==> src/rtl/stage_sequencer_if.sv <==
// Bundle between the control unit and the stage sequencer.
// Ports: StageControl/Stall_in/Abort_in/Halt_in/Resume_in (requests), Stage/Halted/InstrDone (status).
// With STAGE_SEQ_PERF_EN defined, the bundle also carries the CycleCount/InstrCount counters.
interface stage_sequencer_if #(
   parameter int NUM_STAGES = 5
);
   logic [NUM_STAGES-3:0] StageControl;
   logic                  Stall_in;
   logic                  Abort_in;
   logic                  Halt_in;
   logic                  Resume_in;
   logic [NUM_STAGES-1:0] Stage;
   logic                  Halted;
   logic                  InstrDone;
`ifdef STAGE_SEQ_PERF_EN
   logic [31:0]           CycleCount;
   logic [31:0]           InstrCount;
`endif

   // Control unit side
   modport master (
      output StageControl, Stall_in, Abort_in, Halt_in, Resume_in,
      input  Stage, Halted, InstrDone
`ifdef STAGE_SEQ_PERF_EN
      , input CycleCount, InstrCount
`endif
   );

   // Sequencer side
   modport slave (
      input  StageControl, Stall_in, Abort_in, Halt_in, Resume_in,
      output Stage, Halted, InstrDone
`ifdef STAGE_SEQ_PERF_EN
      , output CycleCount, InstrCount
`endif
   );
endinterface

==> src/rtl/stage_sequencer.sv <==
// One-hot N-stage instruction sequencer with skip mask, stall, abort and boundary halt/resume.
// Latency: one cycle per stage; Stage/Halted/InstrDone are registered, next stage follows each edge.
// Backpressure: Stall_in holds the current stage; a halted sequencer parks in fetch until Resume_in.
// Ports: CLK_in, RST_in (sync, active-high), sif = stage_sequencer_if.slave.
// Optional: define STAGE_SEQ_PERF_EN to add the CycleCount/InstrCount counters.
module stage_sequencer #(
   parameter int NUM_STAGES = 5
) (
   input logic               CLK_in,
   input logic               RST_in,
   stage_sequencer_if.slave  sif
);
   localparam int FETCH  = NUM_STAGES - 1;
   localparam int DECODE = NUM_STAGES - 2;
   localparam logic [NUM_STAGES-1:0] FETCH_OH  = {1'b1, {(NUM_STAGES-1){1'b0}}};
   localparam logic [NUM_STAGES-1:0] DECODE_OH = {2'b01, {(NUM_STAGES-2){1'b0}}};

   typedef enum logic {
      RUNNING = 1'b0,
      HALTED  = 1'b1
   } mode_t;

   mode_t                 mode;
   logic                  pending;
   logic                  halt_req;
   logic [NUM_STAGES-1:0] adv_stage;
   logic                  adv_wrap;

   assign halt_req   = pending | sif.Halt_in;
   assign sif.Halted = (mode == HALTED);

   // Next optional stage: highest enabled bit strictly below the current one.
   // Ascending scan lets a higher candidate overwrite a lower one.
   always_comb begin
      adv_stage = FETCH_OH;
      adv_wrap  = 1'b1;
      for (int k = 0; k < FETCH; k++) begin
         if (sif.Stage[k]) begin
            for (int j = 0; j < DECODE; j++) begin
               if (j < k && sif.StageControl[j]) begin
                  adv_stage    = '0;
                  adv_stage[j] = 1'b1;
                  adv_wrap     = 1'b0;
               end
            end
         end
      end
   end

   always_ff @(posedge CLK_in) begin
      if (RST_in) begin
         sif.Stage     <= FETCH_OH;
         sif.InstrDone <= 1'b0;
         mode          <= RUNNING;
         pending       <= 1'b0;
`ifdef STAGE_SEQ_PERF_EN
         sif.CycleCount <= '0;
         sif.InstrCount <= '0;
`endif
      end else begin
         sif.InstrDone <= 1'b0;
`ifdef STAGE_SEQ_PERF_EN
         if (mode == RUNNING) sif.CycleCount <= sif.CycleCount + 32'd1;
`endif
         case (mode)
            HALTED: begin
               // Parked in fetch; a simultaneous halt request keeps us parked.
               sif.Stage <= FETCH_OH;
               if (sif.Resume_in && !sif.Halt_in) mode <= RUNNING;
            end
            default: begin
               if (sif.Abort_in || !$onehot(sif.Stage)) begin
                  // Abort (or a corrupted stage vector) ends the instruction without completion.
                  sif.Stage <= FETCH_OH;
                  if (halt_req) begin
                     mode    <= HALTED;
                     pending <= 1'b0;
                  end
               end else if (sif.Stall_in) begin
                  pending <= halt_req;
               end else if (sif.Stage[FETCH]) begin
                  // Fetch is itself a boundary: a halt request parks here instead of decoding.
                  if (halt_req) begin
                     mode    <= HALTED;
                     pending <= 1'b0;
                  end else begin
                     sif.Stage <= DECODE_OH;
                  end
               end else if (adv_wrap) begin
                  sif.Stage     <= FETCH_OH;
                  sif.InstrDone <= 1'b1;
`ifdef STAGE_SEQ_PERF_EN
                  sif.InstrCount <= sif.InstrCount + 32'd1;
`endif
                  if (halt_req) begin
                     mode    <= HALTED;
                     pending <= 1'b0;
                  end
               end else begin
                  sif.Stage <= adv_stage;
                  pending   <= halt_req;
               end
            end
         endcase
      end
   end
endmodule
==> src/flat_wrapper.sv <==
// flat-port wrapper written by rule: the top's interface ports become plain ports
module stage_sequencer_flat 
#(
   parameter int NUM_STAGES = 5
)
  (CLK_in, RST_in, sif_StageControl, sif_Stall_in, sif_Abort_in, sif_Halt_in, sif_Resume_in, sif_Stage, sif_Halted, sif_InstrDone);
  stage_sequencer_if #(.NUM_STAGES(NUM_STAGES)) sif_i ();
  input logic CLK_in;
  input logic RST_in;
  input wire logic [$bits(sif_i.StageControl)-1:0] sif_StageControl;
  input wire logic [$bits(sif_i.Stall_in)-1:0] sif_Stall_in;
  input wire logic [$bits(sif_i.Abort_in)-1:0] sif_Abort_in;
  input wire logic [$bits(sif_i.Halt_in)-1:0] sif_Halt_in;
  input wire logic [$bits(sif_i.Resume_in)-1:0] sif_Resume_in;
  output wire logic [$bits(sif_i.Stage)-1:0] sif_Stage;
  output wire logic [$bits(sif_i.Halted)-1:0] sif_Halted;
  output wire logic [$bits(sif_i.InstrDone)-1:0] sif_InstrDone;
  assign sif_i.StageControl = sif_StageControl;
  assign sif_i.Stall_in = sif_Stall_in;
  assign sif_i.Abort_in = sif_Abort_in;
  assign sif_i.Halt_in = sif_Halt_in;
  assign sif_i.Resume_in = sif_Resume_in;
  assign sif_Stage = sif_i.Stage;
  assign sif_Halted = sif_i.Halted;
  assign sif_InstrDone = sif_i.InstrDone;
  stage_sequencer #(.NUM_STAGES(NUM_STAGES)) u_core (.CLK_in(CLK_in), .RST_in(RST_in), .sif(sif_i));
endmodule
==> config.mk <==
export PLATFORM = sky130hd
export DESIGN_NAME = stage_sequencer_flat
export DESIGN_NICKNAME = d
export VERILOG_FILES = /design/src/rtl/stage_sequencer_if.sv /design/src/rtl/stage_sequencer.sv /design/src/flat_wrapper.sv
export SDC_FILE = /design/constraint.sdc
export NUM_CORES = 1
export LEC_CHECK = 0
export ABC_AREA = 1
export BUFFER_PORTS_ARGS = -buffer_cell sky130_fd_sc_hd__buf_2
export CORE_AREA = 2 2 39 41
export CTS_CLUSTER_SIZE = 20
export DETAILED_ROUTE_END_ITERATION = 7
export DIE_AREA = 0 0 41 43
export PLACE_DENSITY = 0.57
export SLEW_MARGIN = 20
export SYNTH_ARGS = -nofsm -noshare
export SYNTH_HDL_FRONTEND = slang
export SYNTH_SLANG_ARGS = --single-unit
==> constraint.sdc <==
create_clock -name CLK_in -period 2.95 [get_ports CLK_in]
set_input_delay 0.1475 -clock CLK_in [delete_from_list [all_inputs] [get_ports CLK_in]]
set_output_delay 0.1475 -clock CLK_in [all_outputs]
set_load 0.005 [all_outputs]
==> results.env, run 1 <==
RUN_STATUS='completed'
WL_PER_CELL_UM=9.196
REGTOREGENDPOINT='u_core.sif.Stage[4]$_SDFFE_PP1N_'
POWER.DENSITY_mW_PER_MM2=397.3
N_ANTENNA_CELL=0
CRIT_TYPE='flip-flop to flip-flop'
CLK-INSERTION-DELAY-LATE_NS=0.25
FINALCRITICALPERIOD_NS=2.103
CP-START-KIND='flip-flop'
DETAIL-ROUTE-ANTENNA-NETS=0
GP_CONGESTION=0.7213
DRT_WL_TOTAL_UM=892
TRITONCTS='yes'
MIN-DELAY-PATH-CLASS='input port to flip-flop'
CTS_INSERTED_BUFFERS=3
SETUP_WS_NS=0.8469
CTS_HOLD_BUF=0
FIRST_ITER_VIOLATIONS=6
FINAL_LAYOUT_SIZE_SUFFIX_GT1_SHARE_PCT=34.57
NUMBER_OF_ANTENNA_VIOLATIONS_AT_THE_FIRST_CHECK_IN_GLOBAL_ROUTING=0
TIGHTESTPINTRANSITION_NS=0.2675
VDD_IR_DROP_MAX_mV=0.2223
POST-PLACE-WS_NS=0.8329
ROUTED_VIA_DENSITY=4.485
FP.DIEH_UM=43
SYNTH-WARNING-COUNT=0
HOLDCRITSTARTPOINT='RST_in'
REG2REG_SLACK_NS=0.85
GLOBALROUTETOTALUTIL_PCT=12.58
GRT_START_MAX_NET_PINS=7
YOSYS_MOST_USED_DFF='dfxtp_1'
GRT_PASS1_VIAS=388
FLOORPLAN.INITIALDENSITY_PCT=33.54
CLOCK_SINKS=8
SYNTH_LARGEST_TYPE_AREA_FRACTION_PCT=34.50
SEQUENTIAL_TO_TOTAL_AREA_SHARE_FROM_YOSYS_STAT_PCT=34.50
IO_PINS=16
SYNTH_ENABLE_FLOP_CELLS=0
MAX-CAP-VIOLATIONS=0
FINAL_MIN_PERIOD_OVER_CLOCK_PERIOD_PCT=71.29
POWER_LEAKAGE_nW=0.2735
FINAL-MAX-SLEW-VIOLATION-COUNT=0
MAX_FREQ_GHz=0.4755
FIRST_PASS_GRT_WIRE_LENGTH_UM=1497
ITERATION_COUNT_OF_THE_INITIAL_DETAILED_ROUTING_PASS=4
AREAGROWTHSYNTHTOFINISH_PCT=25.34
CTS.HTREE.LEVELS=1
NUM_VIAS=435
RSZ0062_AT_GRT='false'
POST_SYNTH_MOST_FREQUENT_CELLS='nand2_1 (14), dfxtp_1 (8), inv_1 (8)'
CTSLONGESTPATHBUFFERS=2
STD_CELL_ROWS=14
SLEW_HEADROOM_PCT=82.10
POST-CTS-SETUP-BUFFER-COUNT=0
CRITPATHREQUIREDTIME_NS=3.10
POST_SYNTH_INST_COUNT=63
HOLD_END='u_core.sif.Halted$_SDFF_PP0_'
COREAREA_MM2=0.001384
WIDTH_OF_THE_DIE_UM=41
SYNTH.DISTINCT_CELLS=14
R2R_START='u_core.sif.Stage[3]$_SDFFE_PP0P_'
FILLER_CELL_COUNT=155
YOSYS-TOP-CELLS-AREA='dfxtp_1 (35%), nand2_1 (11%), fa_1 (8.6%)'
CRITICAL_PATH_ARRIVAL_NS=2.25
HOLDPATHSTAGES=2
ENDPOINT_KIND='flip-flop'
SYN-MEAN-INSTANCE-AREA_UM2=7.368
TIMING.CRITICAL_PATH.FANOUT_MAX=6
GRT-OVFL-TOTAL=0
POST_ROUTE_DRC=0
SYNTH.CELL_AREA_UM2=464.2
CLOCK-SKEW-FINAL_NS=0.001211
CTS_RESIZED=0
POST-SYNTH-TOP-COUNT-CELL='nand2_1'
CLOCK-ROOT-BUFFER='clkbuf_4'
SYNTH_LARGEST_AREA_CELL='dfxtp_1'
SYNTHARSTFLOPSHARE_PCT=0
SYN-NUM-NETS=76
CLK_PIN_SLEW_NS=0.06
POST-DP-HPWL_UM=772.3
DESIGN.DIE.AREA_MM2=0.001763
REG2REG_DEPTH=9
FINAL_HOLD_VIOL_COUNT=0
NUMBER_OF_INPUT_AND_OUTPUT_PORT_BUFFERS_INSERTED=15
SYNTH_SEQ_CELLS=8
FINALSETUPTNS_NS=0
FIN_NETS=96
REPORT.FINAL.SETUP_VIOL=0
==> routing by layer <==
metal / vias to the layer above / wire, um / GRT usage (%)
met5: - / 0 / 0
li1: 237 / - / -
met4: 0 / 23 / 8.000
met3: 2 / 29 / 1.571
met2: 9 / 397 / 17.50
met1: 187 / 442 / 17.48
==> cell families (layout without fill, tap and decap cells) <==
group,after synthesis,after routing,share of synthesized area [%]
AND/OR/NAND/NOR,33,33,32.61
AO/OA/AOI/OAI,10,10,12.40
flip-flops,8,8,34.50
buffers and inverters,8,26,6.469
adder cells (fa/ha/maj),4,4,14.02
==> flip-flops by register name (all words and copies together), names as in the netlist <==
| name | flops |
|---|---|
| u_core.sif.InstrDone | 1 |
| u_core.sif.Halted | 1 |
| u_core.sif.Stage | 5 |
| u_core.pending | 1 |
==> layout by cell type, fill, tap and decap left out, drive strengths merged, types with 3 or more instances in the layout <==
cell type	synthesis	layout
buf	0	15
clkbuf	0	3
o21ai	3	3
nand3	5	5
nand2	18	18
nor2	9	9
dfxtp	8	8
inv	8	8
a21oi	7	7
==> final cells by class <==
class | instances | area, um2 | share of cell area, %
multi-input combinational | 47 | 274.0 | 47.10
sequential | 8 | 160.2 | 27.53
timing repair buffer | 15 | 75.07 | 12.90
inverter | 8 | 30.03 | 5.161
clock buffer | 3 | 22.52 | 3.871
tap | 16 | 20.02 | 3.441
==> report_power, final <==
group	internal, mW	leakage (nW)	switching (mW)
logic	0.0128	0.195	0.0180
registers	0.111	0.0649	0.00352
clock network	0.0467	0.0138	0.0391
total	0.171	0.274	0.0606
==> worst max-delay path, cell delays in order, from the launching register on <==
cell     delay (ns)
dfxtp_1        0.37
ha_1           0.32
fa_1           0.16
inv_1          0.05
fa_1           0.52
nand3_1        0.09
nor2_2         0.13
nand2_1        0.16
a21oi_1        0.15
nand2_1        0.06
==> stage by stage <==
stage / utilization, % / instance area (um2) / hold slack (ns) / instances / total power, mW
2_1_floorplan: - / 464.2 / 0.2099 / 63 / 0.1350
3_3_place_gp: 40.42 / 559.3 / 0.3417 / 94 / 0.1476
3_5_place_dp: 40.42 / 559.3 / 0.3401 / 94 / 0.1479
4_1_cts: 42.04 / 581.8 / 0.06861 / 97 / 0.2335
5_1_grt: 42.04 / 581.8 / 0.07335 / 97 / 0.2433
6_report: 42.04 / 581.8 / 0.07085 / 97 / 0.2311
==> how the worst max path moves through the flow <==
stage                                     startpoint                          endpoint  slack [ns]  depth (start not counted)
floorplan           u_core.sif.Stage[3]$_SDFFE_PP0P_  u_core.sif.Stage[4]$_SDFFE_PP1N_        0.97                          9
global placement    u_core.sif.Stage[3]$_SDFFE_PP0P_  u_core.sif.Stage[4]$_SDFFE_PP1N_        0.87                          9
detailed placement  u_core.sif.Stage[3]$_SDFFE_PP0P_  u_core.sif.Stage[4]$_SDFFE_PP1N_        0.83                          9
CTS                 u_core.sif.Stage[3]$_SDFFE_PP0P_  u_core.sif.Stage[4]$_SDFFE_PP1N_        0.84                          9
global route        u_core.sif.Stage[3]$_SDFFE_PP0P_  u_core.sif.Stage[4]$_SDFFE_PP1N_        0.71                          9
finish              u_core.sif.Stage[3]$_SDFFE_PP0P_  u_core.sif.Stage[4]$_SDFFE_PP1N_        0.85                          9
Power figures use the tool's default switching activity.
==> run 2: changes to the inputs <==
==> constraint.sdc (replaced) <==
create_clock -name CLK_in -period 2.01 [get_ports CLK_in]
set_input_delay 0.1005 -clock CLK_in [delete_from_list [all_inputs] [get_ports CLK_in]]
set_output_delay 0.1005 -clock CLK_in [all_outputs]
set_load 0.005 [all_outputs]
==> run 2 against run 1 <==
Effect of this change: clock skew about the same; routed wire length increased by 11%; worst hold slack worse by 0.039 ns; final cell count grew 6.2%; critical path depth is 1 higher; cell area is 15% higher; sequential share of layout area decreased by 2.9 points; setup slack lost 0.78 ns; clock-buffer cell count is the same.
==> results.env, run 2 (synthesis results as in run 1) <==
CTSLONGESTPATHBUFFERS=2  # unchanged
CRITICAL_PATH.CELL_CHAIN='ha_4 > fa_2 > inv_2 > fa_1 > nand3_1 > nor2_2 > buf_4 > nand2_2 > nand2_2 > a21oi_2'
CTS_INSERTED_BUFFERS=3  # unchanged
FINAL_MIN_PERIOD_OVER_CLOCK_PERIOD_PCT=96.66  # +25 points
INTERNAL_POWER_mW=0.2561  # +50%
FIN_NETS=102  # +6.3%
FP.DIEH_UM=43  # unchanged
R2R_START='u_core.sif.Stage[0]$_SDFFE_PP0P_'
CLOCK-SKEW-FINAL_NS=0.001475  # +0.0002642 ns
DETAIL-ROUTE-ANTENNA-NETS=0  # unchanged
MIN-DELAY-PATH-CLASS='input port to flip-flop'
TIMING.CRITICAL_PATH.FANOUT_MAX=2  # -4
MOSTFREQUENTLAYOUTCELLS='buf_2 (15), nand2_1 (11), inv_1 (7), nand2_2 (7), buf_4 (6)'
FIN_AREA_UM2=670.6  # +15%
FINAL_UTIL_PCT=48.46  # +6.4 points
GLOBALROUTETOTALUTIL_PCT=14.23  # +1.7 points
ITERATION_COUNT_OF_THE_INITIAL_DETAILED_ROUTING_PASS=3  # -1
POST_ROUTE_DRC=0  # unchanged
FLOORPLAN.INITIALDENSITY_PCT=33.54  # unchanged
GROUTE.LAYER.MET2.USAGE_PCT=16.88  # -0.62 points
POST-DP-HPWL_UM=770.7  # -0.21%
NETSWITCHINGPOWER_mW=0.08684  # +43%
WORSTPATHBUFFERINVERTERCOUNT=2  # +1
SHARE_COMB_OF_TOTAL_POWER_PCT=16.4  # +3.1 points
FINALCRITICALPERIOD_NS=1.943  # -0.1601 ns
MAX_FREQ_GHz=0.5147  # +8.2%
AREAGROWTHSYNTHTOFINISH_PCT=44.47
GLOBALROUTEMET3UTIL_PCT=6.283  # +4.7 points
SEQ_POWER_SHARE_PCT=48.8  # -0.7 points
CLOCK_POWER_SHARE_PCT=34.9  # -2.2 points
FINAL_HOLD_VIOL_COUNT=0  # unchanged
COREAREA_MM2=0.001384  # unchanged
N_ANTENNA_CELL=0  # unchanged
NUMBER_OF_ANTENNA_VIOLATIONS_AT_THE_FIRST_CHECK_IN_GLOBAL_ROUTING=0  # unchanged
CLK_PIN_SLEW_NS=0.05  # about the same
CRITPATHREQUIREDTIME_NS=2.20  # -0.90 ns
FINAL-MAX-SLEW-VIOLATION-COUNT=0  # unchanged
BEGINNING_OF_THE_CRITICAL_PATH='u_core.sif.Stage[0]$_SDFFE_PP0P_'
IO_PINS=16  # unchanged
CTS_HOLD_BUF=0  # unchanged
GRT_START_MAX_NET_PINS=7  # unchanged
MOST_COMMON_CELL_AFTER_LAYOUT_FILL_AND_TAPS_ASIDE='buf_2'
HOLDCRITSTARTPOINT='RST_in'
FF_LATCH_AREA_UM2=165.2  # +3.1%
TIGHTESTPINTRANSITION_NS=0.2638  # -0.003688 ns
RUN_STATUS='completed'
CP_SLOWEST_STAGE_DELAY_NS=0.40  # -0.12 ns
PATH_DELAY_FAMILY='adder cells'
CLK-INSERTION-DELAY-LATE_NS=0.25  # about the same
GP_CONGESTION=0.7796  # +8.1%
GRT_PASS1_VIAS=406  # +4.6%
CP-START-KIND='flip-flop'
POWER.DENSITY_mW_PER_MM2=511.3  # +29%
WL_PER_CELL_UM=9.621  # +4.6%
POWER_LEAKAGE_nW=0.3008  # +10%
FIRST_PASS_GRT_WIRE_LENGTH_UM=1580  # +5.5%
FIRST_ITER_VIOLATIONS=7  # +1
GLOBAL_ROUTE.PEAK_USAGE_LAYER='met1'
CLOCK-ROOT-BUFFER='clkbuf_4'
SLEW_HEADROOM_PCT=82.35  # +0.25 points
NUM_VIAS=465  # +6.9%
TRITONCTS='yes'
RSZ0062_AT_GRT='true'
DESIGN.DIE.AREA_MM2=0.001763  # unchanged
FIN_HOLD_WS_NS=0.03226  # -0.03859 ns
CRITICAL_PATH_ARRIVAL_NS=2.13  # -0.12 ns
STD_CELL_ROWS=14  # unchanged
CTS.HTREE.LEVELS=1  # unchanged
CRIT_SLOWEST_CELL='fa_1'
DRT_WL_TOTAL_UM=991  # +11%
MAX-CAP-VIOLATIONS=0  # unchanged
ROUTED_VIA_DENSITY=4.515  # +0.67%
MULTIINPUTGATEAREA_UM2=312.8  # +14%
WIDTH_OF_THE_DIE_UM=41  # unchanged
STDCELL_COUNT=103  # +6.2%
NUMBER_OF_INPUT_AND_OUTPUT_PORT_BUFFERS_INSERTED=15  # unchanged
POST-CTS-SETUP-BUFFER-COUNT=0  # unchanged
TOP_REGISTER='u_core.sif.Stage'
REPORT.FINAL.SETUP_VIOL=0  # unchanged
USE_MET1_PCT=18.63  # +1.2 points
FINAL_LAYOUT_SIZE_SUFFIX_GT1_SHARE_PCT=52.87  # +18 points
FILLER_CELL_COUNT=148  # -4.5%
CLOCK_SINKS=8  # unchanged
FIN_TOTAL_PWR_mW=0.3429  # +48%
CRIT_TYPE='flip-flop to flip-flop'
GRT-OVFL-TOTAL=0  # unchanged
DP.CELLS=100  # +6.4%
VDD_IR_DROP_MAX_mV=0.2214  # -0.40%
CRIT_TOP_CELL='nand2_2'
ENDPOINT_KIND='flip-flop'
LARGEST_REG_FLOPS=5  # unchanged
PLACED_AREA_UM2=604.3  # +8.1%
POWER.SHARE.SWITCHING_PCT=25.33  # -0.90 points
-- run 2: cell count changes in the layout (fill, tap and decap cells not counted), sizes merged --
cell / before / now
buf: 15 / 21
-- run 2: what timing repair did --
action	in CTS	in global routing
gates resized for setup	4	8
pin swaps	5	7
setup endpoints to repair	4	8
-- run 2: power groups by stage --
| stage | logic (mW) | clock network (mW) | registers (mW) |
|---|---|---|---|
| final | 0.0561 | 0.120 | 0.167 |
| after global placement | 0.0511 | 0 | 0.170 |
| after global routing | 0.0632 | 0.134 | 0.168 |
| after floorplan | 0.0270 | 0 | 0.171 |
| after CTS | 0.0544 | 0.123 | 0.167 |
| after detailed placement | 0.0518 | 0 | 0.170 |
-- run 2: through the flow --
step | setup slack (ns) | TNS (ns)
2_1_floorplan | 0.02663 | 0
3_3_place_gp | 0.003458 | 0
3_5_place_dp | -0.03131 | -0.05602
4_1_cts | 0.001300 | 0
5_1_grt | -0.01704 | -0.02895
6_report | 0.06707 | 0
-- run 2: cell type report --
cell class | instances | area share [%]
Multi-Input combinational cell | 47 | 46.64
Inverter | 8 | 4.478
Clock buffer | 3 | 3.358
Tap cell | 16 | 2.985
Timing Repair Buffer | 21 | 17.91
Sequential cell | 8 | 24.63
-- run 2: routing by layer --
metal / share of wire, % / vias to the layer above
met2: 46 / 9
met3: 5.3 / 2
li1: - / 249
met5: 0 / -
met1: 47 / 205
met4: 1.5 / 0
-- run 2: path summary, 6_finish.rpt --
path | endpoint | slack, ns | depth (start not counted)
worst max register to register | u_core.sif.Halted$_SDFF_PP0_ | 0.07 | 10
worst min-delay path | u_core.sif.Halted$_SDFF_PP0_ | 0.03 | 2
worst min register to register | u_core.pending$_SDFFE_PP0N_ | 0.46 | 2
worst max-delay path | u_core.sif.Halted$_SDFF_PP0_ | 0.07 | 10
==> run 3: changes to the inputs <==
--- a/config.mk
+++ b/config.mk
@@ -5,7 +5,6 @@
 export SDC_FILE = /design/constraint.sdc
 export NUM_CORES = 1
 export LEC_CHECK = 0
-export ABC_AREA = 1
 export BUFFER_PORTS_ARGS = -buffer_cell sky130_fd_sc_hd__buf_2
 export CORE_AREA = 2 2 39 41
 export CTS_CLUSTER_SIZE = 20
==> run 3 against run 2 <==
Effect of this change: flip-flop and latch count is the same; sequential share of layout area stayed put; die area unchanged; clock skew about the same; largest power group unchanged; clock-buffer cell count did not move; global-route usage grew 2.6 points; area after synthesis fell by 1.1%.
==> results.env, run 3 <==
RUN_STATUS='completed'
POST-CTS-SETUP-BUFFER-COUNT=0  # unchanged
CTS.HTREE.LEVELS=1  # unchanged
CP_SLOWEST_STAGE_DELAY_NS=0.47  # +0.07 ns
YOSYS-TOP-CELLS-AREA='dfxtp_1 (35%), fa_1 (8.7%), a21oi_1 (6.5%)'
SYN-NUM-NETS=64  # -16%
TIGHTESTPINTRANSITION_NS=0.2993  # +0.03547 ns
CLK_PIN_SLEW_NS=0.05  # about the same
GRT_PASS1_VIAS=453  # +12%
COREAREA_MM2=0.001384  # unchanged
NUM_VIAS=478  # +2.8%
DETAIL-ROUTE-ANTENNA-NETS=0  # unchanged
FLOORPLAN.INITIALDENSITY_PCT=33.18  # -0.36 points
REG2REG_SLACK_NS=0.03  # -0.04 ns
DRT_WL_TOTAL_UM=1079  # +8.9%
REGTOREGENDPOINT='u_core.sif.Halted$_SDFF_PP0_'
GLOBALROUTETOTALUTIL_PCT=16.78  # +2.6 points
DP.CELLS=87  # -13%
CP-START-KIND='flip-flop'
GLOBAL_ROUTE.PEAK_USAGE_LAYER='met2'
GLOBALROUTEMET3UTIL_PCT=3.141  # -3.1 points
SYNTH.CELL_AREA_UM2=459.2  # -1.1%
FIRST_ITER_VIOLATIONS=1  # -6
TIMING.CRITICAL_PATH.FANOUT_MAX=2  # unchanged
R2R_START='u_core.sif.Stage[3]$_SDFFE_PP0P_'
FINALCRITICALPERIOD_NS=1.984  # +0.04067 ns
ENDPOINT_KIND='flip-flop'
N_ANTENNA_CELL=0  # unchanged
POST_ROUTE_DRC=0  # unchanged
REPORT.FINAL.SETUP_VIOL=0  # unchanged
STD_CELL_ROWS=14  # unchanged
POWER.DENSITY_mW_PER_MM2=516.9  # +1.1%
CLOCK-SKEW-FINAL_NS=0.001448  # -0.00002720 ns
FINAL_MIN_PERIOD_OVER_CLOCK_PERIOD_PCT=98.69  # +2.0 points
CRITICAL_PATH_ARRIVAL_NS=2.13  # about the same
FINALSETUPTNS_NS=0  # unchanged
SYNTH_LARGEST_AREA_CELL='dfxtp_1'
CTS_INSERTED_BUFFERS=3  # unchanged
SYNTH_ENABLE_FLOP_CELLS=0  # unchanged
FIN_NETS=89  # -13%
FINAL_HOLD_VIOL_COUNT=0  # unchanged
CLK-INSERTION-DELAY-LATE_NS=0.25  # about the same
FINAL-MAX-SLEW-VIOLATION-COUNT=0  # unchanged
MIN-DELAY-PATH-CLASS='input port to flip-flop'
FINAL_UTIL_PCT=48.46  # unchanged
MAX-CAP-VIOLATIONS=0  # unchanged
NUMBER_OF_ANTENNA_VIOLATIONS_AT_THE_FIRST_CHECK_IN_GLOBAL_ROUTING=0  # unchanged
SYNTH_LARGEST_TYPE_AREA_FRACTION_PCT=34.88  # +0.38 points
FP.DIEH_UM=43  # unchanged
CRIT_TYPE='flip-flop to flip-flop'
VDD_IR_DROP_MAX_mV=0.2944  # +33%
SYN-MEAN-INSTANCE-AREA_UM2=9.004  # +22%
DESIGN.DIE.AREA_MM2=0.001763  # unchanged
WL_PER_CELL_UM=11.99  # +25%
ROUTED_VIA_DENSITY=5.311  # +18%
GROUTE.LAYER.MET2.USAGE_PCT=25.94  # +9.1 points
FIN_HOLD_WS_NS=0.01700  # -0.01525 ns
IO_PINS=16  # unchanged
CTSLONGESTPATHBUFFERS=2  # unchanged
GP_CONGESTION=0.7020  # -10%
YOSYS_MOST_USED_DFF='dfxtp_1'
STDCELL_COUNT=90  # -13%
SYNTH-WARNING-COUNT=0  # unchanged
POST_SYNTH_MOST_FREQUENT_CELLS='dfxtp_1 (8), a21oi_1 (6), inv_1 (5), nor2_1 (5), nand2_1 (3)'
FINAL_LAYOUT_SIZE_SUFFIX_GT1_SHARE_PCT=54.05  # +1.2 points
POWER_LEAKAGE_nW=0.2636  # -12%
CLOCK_SINKS=8  # unchanged
CRITPATHREQUIREDTIME_NS=2.15  # -0.05 ns
POST_SYNTH_INST_COUNT=51  # -19%
USE_MET1_PCT=19.41  # +0.78 points
FIN_TOTAL_PWR_mW=0.3466  # +1.1%
SLEW_HEADROOM_PCT=79.97  # -2.4 points
WIDTH_OF_THE_DIE_UM=41  # unchanged
MOST_COMMON_CELL_AFTER_LAYOUT_FILL_AND_TAPS_ASIDE='buf_2'
TRITONCTS='yes'
FIRST_PASS_GRT_WIRE_LENGTH_UM=1890  # +20%
CLOCK-ROOT-BUFFER='clkbuf_4'
SEQUENTIAL_TO_TOTAL_AREA_SHARE_FROM_YOSYS_STAT_PCT=34.88  # +0.38 points
NUMBER_OF_INPUT_AND_OUTPUT_PORT_BUFFERS_INSERTED=15  # unchanged
SYNTH_SEQ_CELLS=8  # unchanged
BEGINNING_OF_THE_CRITICAL_PATH='u_core.sif.Stage[3]$_SDFFE_PP0P_'
MOSTFREQUENTLAYOUTCELLS='buf_2 (15), a21oi_1 (6), nor2_1 (5), buf_4 (5)'
LARGEST_REG_FLOPS=5  # unchanged
RSZ0062_AT_GRT='true'
GRT_START_MAX_NET_PINS=9  # +2
GRT-OVFL-TOTAL=0  # unchanged
MAX_FREQ_GHz=0.5041  # -2.1%
CRITICAL_PATH.ENDPOINT='u_core.sif.Halted$_SDFF_PP0_'
SYNTH.DISTINCT_CELLS=24  # +10
POST-SYNTH-TOP-COUNT-CELL='dfxtp_1'
FILLER_CELL_COUNT=142  # -4.1%
ITERATION_COUNT_OF_THE_INITIAL_DETAILED_ROUTING_PASS=4  # +1
CRIT_SLOWEST_CELL='fa_1'
POST-DP-HPWL_UM=843.2  # +9.4%
REG2REG_DEPTH=7  # -3
TOP_REGISTER='u_core.sif.Stage'
AREAGROWTHSYNTHTOFINISH_PCT=46.05
CRITICAL_PATH.CELL_CHAIN='ha_4 > fa_2 > inv_2 > fa_1 > and4b_2 > o21ai_2 > o221a_1'
SYNTHARSTFLOPSHARE_PCT=0  # unchanged
## run 3: cell types whose count changed after synthesis, moves of 2 or more
cell,change
inv_1,-3
nand2b_1,+2
nor2_2,-3
a211oi_2,+2
nand2_2,-4
nand3_1,-4
a21oi_2,-2
nand2_1,-11
## run 3: worst min path at each step
stage                start                          end  slack, ns  depth (start not counted)
finish              RST_in  u_core.pending$_SDFFE_PP0N_       0.02                          2
floorplan           RST_in  u_core.pending$_SDFFE_PP0N_       0.17                          1
detailed placement  RST_in  u_core.pending$_SDFFE_PP0N_       0.28                          2
CTS                 RST_in  u_core.pending$_SDFFE_PP0N_       0.02                          2
global route        RST_in  u_core.pending$_SDFFE_PP0N_      0.005                          2
global placement    RST_in  u_core.pending$_SDFFE_PP0N_       0.28                          2
## run 3: critical path, delay by kind of cell, from the launching register on
kind            cells  cell delay (ns)
compound gates      2             0.31
fa+ha+maj           3             0.92
buf+inv             1             0.04
flops               1             0.33
simple gates        1             0.26
## run 3: what timing repair did
item,4_1_cts,5_1_grt
setup endpoints to repair,8,5
endpoints found under the hold margin,0,0
hold buffers,0,0
gates resized for setup,7,4
pin swaps,5,1
## run 3: through the flow
stage	setup WS, ns	area, um2
2_1_floorplan	0.02845	465.4
4_1_cts	0.02269	651.9
3_3_place_gp	0.009665	598.1
5_1_grt	-0.03899	670.6
3_5_place_dp	-0.04087	598.1
6_report	0.02640	670.6
## run 3: layer usage
| metal | up-vias | wire, um | part of all wire [%] |
|---|---|---|---|
| met3 | 6 | 73 | 6.8 |
| met4 | 0 | 37 | 3.4 |
| li1 | 232 | - | - |
| met2 | 25 | 536 | 50 |
| met1 | 215 | 432 | 40 |
| met5 | - | 0 | 0 |
## run 3: kinds of logic after synthesis
| logic type | share of synthesized area [%] |
|---|---|
| simple gates | 20.98 |
| fa+ha+maj | 14.17 |
| buf+inv | 4.088 |
| flops | 34.88 |
| compound gates | 25.89 |
## run 3: area by class of cell
class / instances / area (um2) / area share [%]
repair buffers: 20 / 112.6 / 16.79
clock buffers: 3 / 22.52 / 3.358
flip-flops and latches: 8 / 165.2 / 24.63
multi-input cells: 38 / 331.6 / 49.44
well taps: 16 / 20.02 / 2.985
inverters: 5 / 18.77 / 2.799
## run 3: report_power, final
part,switching [mW],internal (mW)
Sequential,0.00453,0.163
Combinational,0.0319,0.0253
Clock,0.0532,0.0682
